### src/rtl/riscv_decode_pkg.sv
// Shared decode definitions: RV32 base opcodes, load/store width encodings,
// immediate formats and the packed control bundle carried through ID/EX.
package riscv_decode_pkg;

    localparam logic [6:0] OP     = 7'b0110011;
    localparam logic [6:0] OP_IMM = 7'b0010011;
    localparam logic [6:0] LOAD   = 7'b0000011;
    localparam logic [6:0] STORE  = 7'b0100011;
    localparam logic [6:0] BRANCH = 7'b1100011;
    localparam logic [6:0] JAL    = 7'b1101111;
    localparam logic [6:0] JALR   = 7'b1100111;
    localparam logic [6:0] LUI    = 7'b0110111;
    localparam logic [6:0] AUIPC  = 7'b0010111;

    typedef enum logic [2:0] {
        LdByte  = 3'd0,
        LdHalf  = 3'd1,
        LdWord  = 3'd2,
        LdByteU = 3'd4,
        LdHalfU = 3'd5
    } load_type_e;

    typedef enum logic [1:0] {
        StByte = 2'd0,
        StHalf = 2'd1,
        StWord = 2'd2
    } store_type_e;

    typedef enum logic [2:0] {ImmNone, ImmI, ImmS, ImmB, ImmU, ImmJ} imm_fmt_e;

    typedef struct packed {
        logic       alu_src;
        logic       mem_write;
        logic [2:0] mem_load_type;
        logic [1:0] mem_store_type;
        logic       wb_load;
        logic       wb_reg_file;
        logic       illegal;
    } ctrl_t;

    function automatic imm_fmt_e imm_fmt(input logic [6:0] opcode);
        imm_fmt_e fmt;
        case (opcode)
            OP_IMM, LOAD, JALR: fmt = ImmI;
            STORE:              fmt = ImmS;
            BRANCH:             fmt = ImmB;
            LUI, AUIPC:         fmt = ImmU;
            JAL:                fmt = ImmJ;
            default:            fmt = ImmNone;
        endcase
        return fmt;
    endfunction

endpackage

### src/rtl/imm_gen.sv
// Combinational immediate generator: selects the I/S/B/U/J format from the
// opcode and sign-extends the result to XLEN.
module imm_gen
    import riscv_decode_pkg::*;
#(
    parameter int unsigned XLEN = 32
) (
    input  logic [31:0]     inst_i,
    output logic [XLEN-1:0] imm_o
);

    logic [31:0] imm32;

    always_comb begin
        imm32 = '0;
        case (imm_fmt(inst_i[6:0]))
            ImmI: imm32 = {{20{inst_i[31]}}, inst_i[31:20]};
            ImmS: imm32 = {{20{inst_i[31]}}, inst_i[31:25], inst_i[11:7]};
            ImmB: imm32 = {{19{inst_i[31]}}, inst_i[31], inst_i[7], inst_i[30:25],
                           inst_i[11:8], 1'b0};
            ImmU: imm32 = {inst_i[31:12], 12'b0};
            ImmJ: imm32 = {{11{inst_i[31]}}, inst_i[31], inst_i[19:12], inst_i[20],
                           inst_i[30:21], 1'b0};
            default: imm32 = '0;
        endcase
    end

    // Signed cast also sign-extends U-type when XLEN > 32.
    assign imm_o = XLEN'($signed(imm32));

endmodule

### src/rtl/decode_stage_pipe.sv
// RISC-V decode stage with register file, load-use hazard detection and the
// ID/EX pipeline register. DECODE_WB_BYPASS_EN enables write-through operand reads.
module decode_stage_pipe
    import riscv_decode_pkg::*;
#(
    parameter int unsigned XLEN       = 32,
    parameter int unsigned NUM_REGS   = 32,
    parameter bit          RESET_REGS = 1'b1,
    localparam int unsigned REG_AW    = $clog2(NUM_REGS)
) (
    input  logic              clk_i,
    input  logic              rst_ni,
    input  logic              in_valid_i,
    output logic              in_ready_o,
    input  logic [31:0]       instruction_i,
    input  logic [XLEN-1:0]   pc_i,
    input  logic              flush_i,
    output logic              out_valid_o,
    input  logic              out_ready_i,
    output logic [XLEN-1:0]   out_pc_o,
    output logic [XLEN-1:0]   op1_o,
    output logic [XLEN-1:0]   op2_o,
    output logic [REG_AW-1:0] rs1_o,
    output logic [REG_AW-1:0] rs2_o,
    output logic [REG_AW-1:0] rd_o,
    output logic [XLEN-1:0]   imm_o,
    output logic [6:0]        opcode_o,
    output logic [2:0]        func3_o,
    output logic [6:0]        func7_o,
    output logic              alu_src_o,
    output logic              mem_write_o,
    output logic [2:0]        mem_load_type_o,
    output logic [1:0]        mem_store_type_o,
    output logic              wb_load_o,
    output logic              wb_reg_file_o,
    output logic              illegal_o,
    input  logic              reg_file_wr_en_i,
    input  logic [REG_AW-1:0] reg_file_wr_addr_i,
    input  logic [XLEN-1:0]   reg_file_wr_data_i
);

    logic [6:0]        opc;
    logic [2:0]        f3;
    logic [REG_AW-1:0] rs1_in, rs2_in, rd_in;
    logic [XLEN-1:0]   imm_in;
    logic [XLEN-1:0]   rdata1, rdata2;
    ctrl_t             ctrl_in;
    logic              uses_rs1, uses_rs2;
    logic              adv, haz, in_ready, accept, wr_hit;

    assign opc    = instruction_i[6:0];
    assign f3     = instruction_i[14:12];
    assign rd_in  = instruction_i[7 +: REG_AW];
    assign rs1_in = instruction_i[15 +: REG_AW];
    assign rs2_in = instruction_i[20 +: REG_AW];

    imm_gen #(
        .XLEN (XLEN)
    ) u_imm_gen (
        .inst_i (instruction_i),
        .imm_o  (imm_in)
    );

    always_comb begin
        ctrl_in  = '0;
        uses_rs1 = 1'b0;
        uses_rs2 = 1'b0;
        case (opc)
            OP: begin
                uses_rs1            = 1'b1;
                uses_rs2            = 1'b1;
                ctrl_in.wb_reg_file = 1'b1;
            end
            OP_IMM: begin
                uses_rs1            = 1'b1;
                ctrl_in.alu_src     = 1'b1;
                ctrl_in.wb_reg_file = 1'b1;
            end
            LOAD: begin
                uses_rs1              = 1'b1;
                ctrl_in.alu_src       = 1'b1;
                ctrl_in.mem_load_type = f3;
                ctrl_in.wb_load       = 1'b1;
                ctrl_in.wb_reg_file   = 1'b1;
            end
            STORE: begin
                uses_rs1               = 1'b1;
                uses_rs2               = 1'b1;
                ctrl_in.alu_src        = 1'b1;
                ctrl_in.mem_write      = 1'b1;
                ctrl_in.mem_store_type = f3[1:0];
            end
            BRANCH: begin
                uses_rs1 = 1'b1;
                uses_rs2 = 1'b1;
            end
            JAL: ctrl_in.wb_reg_file = 1'b1;
            JALR: begin
                uses_rs1            = 1'b1;
                ctrl_in.alu_src     = 1'b1;
                ctrl_in.wb_reg_file = 1'b1;
            end
            LUI, AUIPC: begin
                ctrl_in.alu_src     = 1'b1;
                ctrl_in.wb_reg_file = 1'b1;
            end
            default: ctrl_in.illegal = 1'b1;
        endcase
    end

    // Register file: x0 is never written and always reads as zero.
    logic [XLEN-1:0] rf_q [NUM_REGS];

    assign wr_hit = reg_file_wr_en_i && (reg_file_wr_addr_i != '0);

    if (RESET_REGS) begin : g_rf_reset
        always_ff @(posedge clk_i or negedge rst_ni) begin
            if (!rst_ni) begin
                for (int i = 0; i < NUM_REGS; i++) rf_q[i] <= '0;
            end else if (wr_hit) begin
                rf_q[reg_file_wr_addr_i] <= reg_file_wr_data_i;
            end
        end
    end else begin : g_rf_noreset
        always_ff @(posedge clk_i) begin
            if (wr_hit) rf_q[reg_file_wr_addr_i] <= reg_file_wr_data_i;
        end
    end

    always_comb begin
        rdata1 = (rs1_in == '0) ? '0 : rf_q[rs1_in];
        rdata2 = (rs2_in == '0) ? '0 : rf_q[rs2_in];
`ifdef DECODE_WB_BYPASS_EN
        if (wr_hit && (reg_file_wr_addr_i == rs1_in)) rdata1 = reg_file_wr_data_i;
        if (wr_hit && (reg_file_wr_addr_i == rs2_in)) rdata2 = reg_file_wr_data_i;
`endif
    end

    // ID/EX pipeline register.
    logic              valid_q, valid_d;
    logic [XLEN-1:0]   pc_q, pc_d, op1_q, op1_d, op2_q, op2_d, imm_q, imm_d;
    logic [REG_AW-1:0] rs1_q, rs1_d, rs2_q, rs2_d, rd_q, rd_d;
    logic [6:0]        opcode_q, opcode_d, func7_q, func7_d;
    logic [2:0]        func3_q, func3_d;
    ctrl_t             ctrl_q, ctrl_d;

    assign adv = !valid_q || out_ready_i;
    assign haz = in_valid_i && valid_q && ctrl_q.wb_load && (rd_q != '0) &&
                 (((rd_q == rs1_in) && uses_rs1) || ((rd_q == rs2_in) && uses_rs2));
    assign in_ready = adv && !haz && !flush_i;
    assign accept   = in_valid_i && in_ready;

    always_comb begin
        valid_d  = valid_q;
        pc_d     = pc_q;
        op1_d    = op1_q;
        op2_d    = op2_q;
        imm_d    = imm_q;
        rs1_d    = rs1_q;
        rs2_d    = rs2_q;
        rd_d     = rd_q;
        opcode_d = opcode_q;
        func3_d  = func3_q;
        func7_d  = func7_q;
        ctrl_d   = ctrl_q;
        // Flush never accepts (in_ready is low), so it always lands on the bubble path.
        if (adv || flush_i) begin
            if (accept) begin
                valid_d  = 1'b1;
                pc_d     = pc_i;
                op1_d    = rdata1;
                op2_d    = rdata2;
                imm_d    = imm_in;
                rs1_d    = rs1_in;
                rs2_d    = rs2_in;
                rd_d     = rd_in;
                opcode_d = opc;
                func3_d  = f3;
                func7_d  = instruction_i[31:25];
                ctrl_d   = ctrl_in;
            end else begin
                valid_d = 1'b0;
                ctrl_d  = '0;
            end
        end
    end

    always_ff @(posedge clk_i or negedge rst_ni) begin
        if (!rst_ni) begin
            valid_q  <= 1'b0;
            pc_q     <= '0;
            op1_q    <= '0;
            op2_q    <= '0;
            imm_q    <= '0;
            rs1_q    <= '0;
            rs2_q    <= '0;
            rd_q     <= '0;
            opcode_q <= '0;
            func3_q  <= '0;
            func7_q  <= '0;
            ctrl_q   <= '0;
        end else begin
            valid_q  <= valid_d;
            pc_q     <= pc_d;
            op1_q    <= op1_d;
            op2_q    <= op2_d;
            imm_q    <= imm_d;
            rs1_q    <= rs1_d;
            rs2_q    <= rs2_d;
            rd_q     <= rd_d;
            opcode_q <= opcode_d;
            func3_q  <= func3_d;
            func7_q  <= func7_d;
            ctrl_q   <= ctrl_d;
        end
    end

    assign in_ready_o       = in_ready;
    assign out_valid_o      = valid_q;
    assign out_pc_o         = pc_q;
    assign op1_o            = op1_q;
    assign op2_o            = op2_q;
    assign imm_o            = imm_q;
    assign rs1_o            = rs1_q;
    assign rs2_o            = rs2_q;
    assign rd_o             = rd_q;
    assign opcode_o         = opcode_q;
    assign func3_o          = func3_q;
    assign func7_o          = func7_q;
    assign alu_src_o        = ctrl_q.alu_src;
    assign mem_write_o      = ctrl_q.mem_write;
    assign mem_load_type_o  = ctrl_q.mem_load_type;
    assign mem_store_type_o = ctrl_q.mem_store_type;
    assign wb_load_o        = ctrl_q.wb_load;
    assign wb_reg_file_o    = ctrl_q.wb_reg_file;
    assign illegal_o        = ctrl_q.illegal;

endmodule

### config.mk
export PLATFORM = sky130hd
export DESIGN_NAME = decode_stage_pipe
export DESIGN_NICKNAME = d
export VERILOG_FILES = /design/src/rtl/riscv_decode_pkg.sv /design/src/rtl/imm_gen.sv /design/src/rtl/decode_stage_pipe.sv
export SDC_FILE = /design/constraint.sdc
export NUM_CORES = 2
export LEC_CHECK = 0
export ABC_CLOCK_PERIOD_IN_PS = 2650
export CORE_AREA = 2 2 393 395
export DETAILED_ROUTE_END_ITERATION = 8
export DIE_AREA = 0 0 395 397
export PLACE_DENSITY = 0.56
export SETUP_SLACK_MARGIN = 0.5
export SYNTH_ARGS = -nofsm -noshare
export SYNTH_HDL_FRONTEND = slang
export SYNTH_HIERARCHICAL = 1
export SYNTH_SLANG_ARGS = --single-unit
### constraint.sdc
create_clock -name clk_i -period 2.65 [get_ports clk_i]
set_clock_uncertainty 0.1 [all_clocks]
set_input_delay 0.53 -clock clk_i [delete_from_list [all_inputs] [get_ports clk_i]]
set_output_delay 0.53 -clock clk_i [all_outputs]
set_load 0.01 [all_outputs]
==> flow_metrics.py <==
metrics = {
    "floorplanning": {
        "fp-row-count": 144,
        "io_pins": 279,
        "start_util": 0.396,
        "die_w_um": 395,
        "dieArea_um2": 157000,
        "fp.coreArea_um2": 153000,
        "die-height_um": 397,
    },
    "grt": {
        "grt_max_degree": 78,
        "first_global_vias": 41662,
        "antenna_found_initial": 3,
        "overflow": 0,
        "grt_pass1_wl_um": 313000,
        "track_usage": 0.276,
    },
    "yosys": {
        "synth_area_leaders": "dfrtp_1 49%, mux2_2 21%, mux4_2 16%",
        "synth_area_per_cell_um2": 14.8,
        "yosysMostFrequentCell": "dfrtp_1",
        "synth_seq_area_share": 0.494,
        "synth_edf_count": 0,
        "synth.cell_area_um2": 60600,
        "async_flop_share": 1.00,
        "synth_common_cells": "1195 x dfrtp_1, 1120 x mux2_2, 424 x mux4_2, 275 x clkbuf_1, 183 x mux2i_1",
        "ys_ff_latch": 1195,
        "synth_top_area_cell": "dfrtp_1",
        "syn_nets": 4194,
        "dominantRegCellSynth": "dfrtp_1",
        "synth_cells": 4087,
        "synth_top_area_frac": 0.494,
        "ys_warn_count": 6,
        "yosysUniqueCellTypes": 61,
    },
    "worst_setup_path": {
        "cp.required_ps": 2020,
        "reg2reg_slack_ps": 150,
        "r2r_cells": 9,
        "crit_slowest_cell": "or4_4",
        "critPathLaunch": "rd_o[1]",
        "path_max_fanout": 4,
        "cpPeakStageDelay_ps": 560,
        "endpoint_kind": "output pin",
        "cp-start-kind": "flip-flop",
        "path_cells": "or4_4 -> o211ai_2 -> a21oi_2 -> nor3_1 -> buf_2",
        "crit_type": "reg -> out",
        "reg2reg_to": "op1_o[0]",
        "cp.arrival_ps": 2300,
        "endpoint": "in_ready_o",
        "r2r-start": "rd_o[1]",
    },
    "detailed_routing": {
        "ant_nets": 0,
        "drt_wl_total_um": 221000,
        "via_per_inst": 6.17,
        "vias": 41203,
        "dr.first_iter.drc_count": 3974,
        "drc_errors": 0,
        "firstDrtPassIters": 5,
        "wl_per_cell_um": 33.1,
    },
    "worst_hold_path": {
        "hold_class": "in -> async",
    },
    "timing": {
        "finalCritPeriodShare": 1.11,
        "fmax_ghz": 0.341,
        "tns_ps": -283,
        "worstMarginPinSlew_ps": 849,
        "rsz0062_at_grt": "true",
        "period_minus_slack_ps": 2930,
        "finalHoldViolCount": 0,
        "setup_viol": 1,
        "relSlewSlack": 0.430,
        "setup_ws_ps": -283,
        "maxSlewViolCount": 0,
    },
    "place": {
        "gp_congestion": 0.847,
        "port_buffers": 278,
        "dp.cells": 6398,
        "hpwlAfterDp_um": 143000,
    },
    "cts": {
        "cts_tree": "yes",
        "clkSinkCount": 1195,
        "cts_root_buf": "clkbuf_16",
        "clk-insertion-delay-late_ps": 790,
        "htreeDepth": 4,
        "path_clk_slew_ps": 60,
        "cts_buffers": 137,
        "cts_buffer_depth": 3,
    },
    "status": {
        "failed_checks": "setup timing",
        "status": "finished, violations left",
    },
    "cells_and_area": {
        "drive_gt1_frac": 0.523,
        "num_antenna_cells": 0,
        "nets": 4637,
        "final_cells": 6679,
        "area_growth_syn_to_layout_pct": 24.5,
    },
    "power": {
        "power_mw": 55.5,
        "combPwrFrac": 0.203,
        "p_sw_frac": 0.277,
        "power_frac_seq": 0.438,
        "power_density_nw_per_um2": 736,
        "p_switching_mw": 15.4,
        "p_int_mw": 40.2,
        "p_clk_frac": 0.359,
        "leakagePower_nw": 33.8,
        "peakVddDrop_v": 0.000755,
    },
    "flow_run": {
        "maxCapViolCount": 0,
    },
}
==> sequential cells by signal, summed over array words and instances (netlist names) <==
register,flops
rs1_o,5
mem_store_type_o,2
func7_o,7
op1_o,32
out_valid_o,1
mem_write_o,1
func3_o,3
out_pc_o,32
wb_reg_file_o,1
imm_o,32
rf_q,1024
rs2_o,5
op2_o,32
alu_src_o,1
opcode_o,7
rd_o,5
mem_load_type_o,3
wb_load_o,1
illegal_o,1
==> how the worst min path moves through the flow <==
stage,startpoint,end,slack [ps],cells past startpoint
after global placement,rf_q[1016],rf_q[1016],280,0
after floorplan,rst_ni,alu_src_o,130,0
after CTS,instruction_i[16],imm_o[16],130,3
after global routing,instruction_i[22],rs2_o[2],190,3
final,rst_ni,rf_q[357],190,2
after detailed placement,rf_q[999],rf_q[999],280,0
==> layout by cell type (no fill, tap or decap), types with 10 or more instances in the layout <==
| cell | instances |
|---|---|
| a211oi_1 | 37 |
| a21o_1 | 19 |
| a21oi_1 | 53 |
| a22o_1 | 50 |
| a22oi_1 | 52 |
| a32o_1 | 18 |
| buf_12 | 175 |
| buf_2 | 41 |
| buf_4 | 270 |
| buf_6 | 19 |
| bufinv_16 | 10 |
| clkbuf_1 | 22 |
| clkbuf_16 | 151 |
| clkbuf_8 | 39 |
| clkdlybuf4s15_1 | 59 |
| clkdlybuf4s15_2 | 13 |
| clkdlybuf4s50_1 | 95 |
| clkinv_2 | 15 |
| dfrtp_1 | 1177 |
| dfrtp_2 | 18 |
| dlymetal6s2s_1 | 48 |
| mux2_2 | 1051 |
| mux2_4 | 84 |
| mux2i_1 | 183 |
| mux4_2 | 424 |
| nand2_1 | 84 |
| nand2_4 | 12 |
| nand3_1 | 14 |
| nor2_1 | 22 |
| nor2_4 | 18 |
| nor4_1 | 21 |
| o21ai_0 | 12 |
| o221ai_1 | 37 |
| o22ai_1 | 122 |
==> what timing repair did <==
item | 4_1_cts | 5_1_grt
hold endpoints to repair | 230 | 0
cloned | 0 | 17
gates resized for setup | 422 | 77
hold buffers | 1 | 0
setup endpoints to repair | 343 | 240
buffers inserted | 11 | 8
pin swaps | 6 | 20
==> final cells by class <==
cell class / instances / area (um2)
clock buffers: 200 / 4100
clock inverters: 44 / 619
fillers: 12867 / 77500
inverters: 6 / 22.5
multi-input cells: 2439 / 29400
flip-flops and latches: 1195 / 29900
well taps: 2044 / 2560
repair buffers: 751 / 8790
==> metrics by stage <==
stage,area [um2],util,setup slack (ps),hold WS [ps]
floorplan,61200,-,268,134
global placement,69900,0.457,-348,281
global route,75500,0.493,-389,191
detailed placement,69900,0.457,-358,284
finish,75500,0.493,-283,191
CTS,74800,0.489,-351,134
==> critical path, delay by kind of cell, from the launching register on <==
family	cells	cell delay (ps)
AO/OA/AOI/OAI	2	220
buffers and inverters	1	150
flip-flops	1	430
AND/OR/NAND/NOR	2	710
==> cells by family (layout without fill, tap and decap cells) <==
| family | Yosys count | in the layout | share of synthesized area |
|---|---|---|---|
| DFF | 1195 | 1195 | 0.494 |
| xor gates and xnor gates | 10 | 10 | 0.00145 |
| and+or+nand+nor | 238 | 240 | 0.0192 |
| muxes | 1742 | 1742 | 0.400 |
| buffers and inverters | 455 | 1001 | 0.0327 |
| AOI/OAI and AO/OA | 447 | 447 | 0.0534 |
==> per-layer routing <==
layer / share of wire / vias to the layer above / wire length, um / GRT usage
met2: 0.47 / 1740 / 104000 / 0.438
li1: - / 16689 / - / -
met1: 0.43 / 22372 / 94500 / 0.385
met5: 0.000045 / - / 10 / 0
met4: 0.036 / 2 / 7840 / 0.0932
met3: 0.067 / 400 / 14700 / 0.0484
==> power by group through the flow <==
| stage | Clock, mW | Combinational, mW | Sequential (mW) |
|---|---|---|---|
| 2_1_floorplan | 0 | 7.42 | 23.6 |
| 3_3_place_gp | 0 | 11.1 | 24.4 |
| 3_5_place_dp | 0 | 11.2 | 24.5 |
| 4_1_cts | 20.3 | 11.2 | 24.2 |
| 5_1_grt | 21.0 | 12.0 | 24.7 |
| 6_report | 19.9 | 11.3 | 24.3 |
Note: power is estimated with default switching activity, not from simulation.
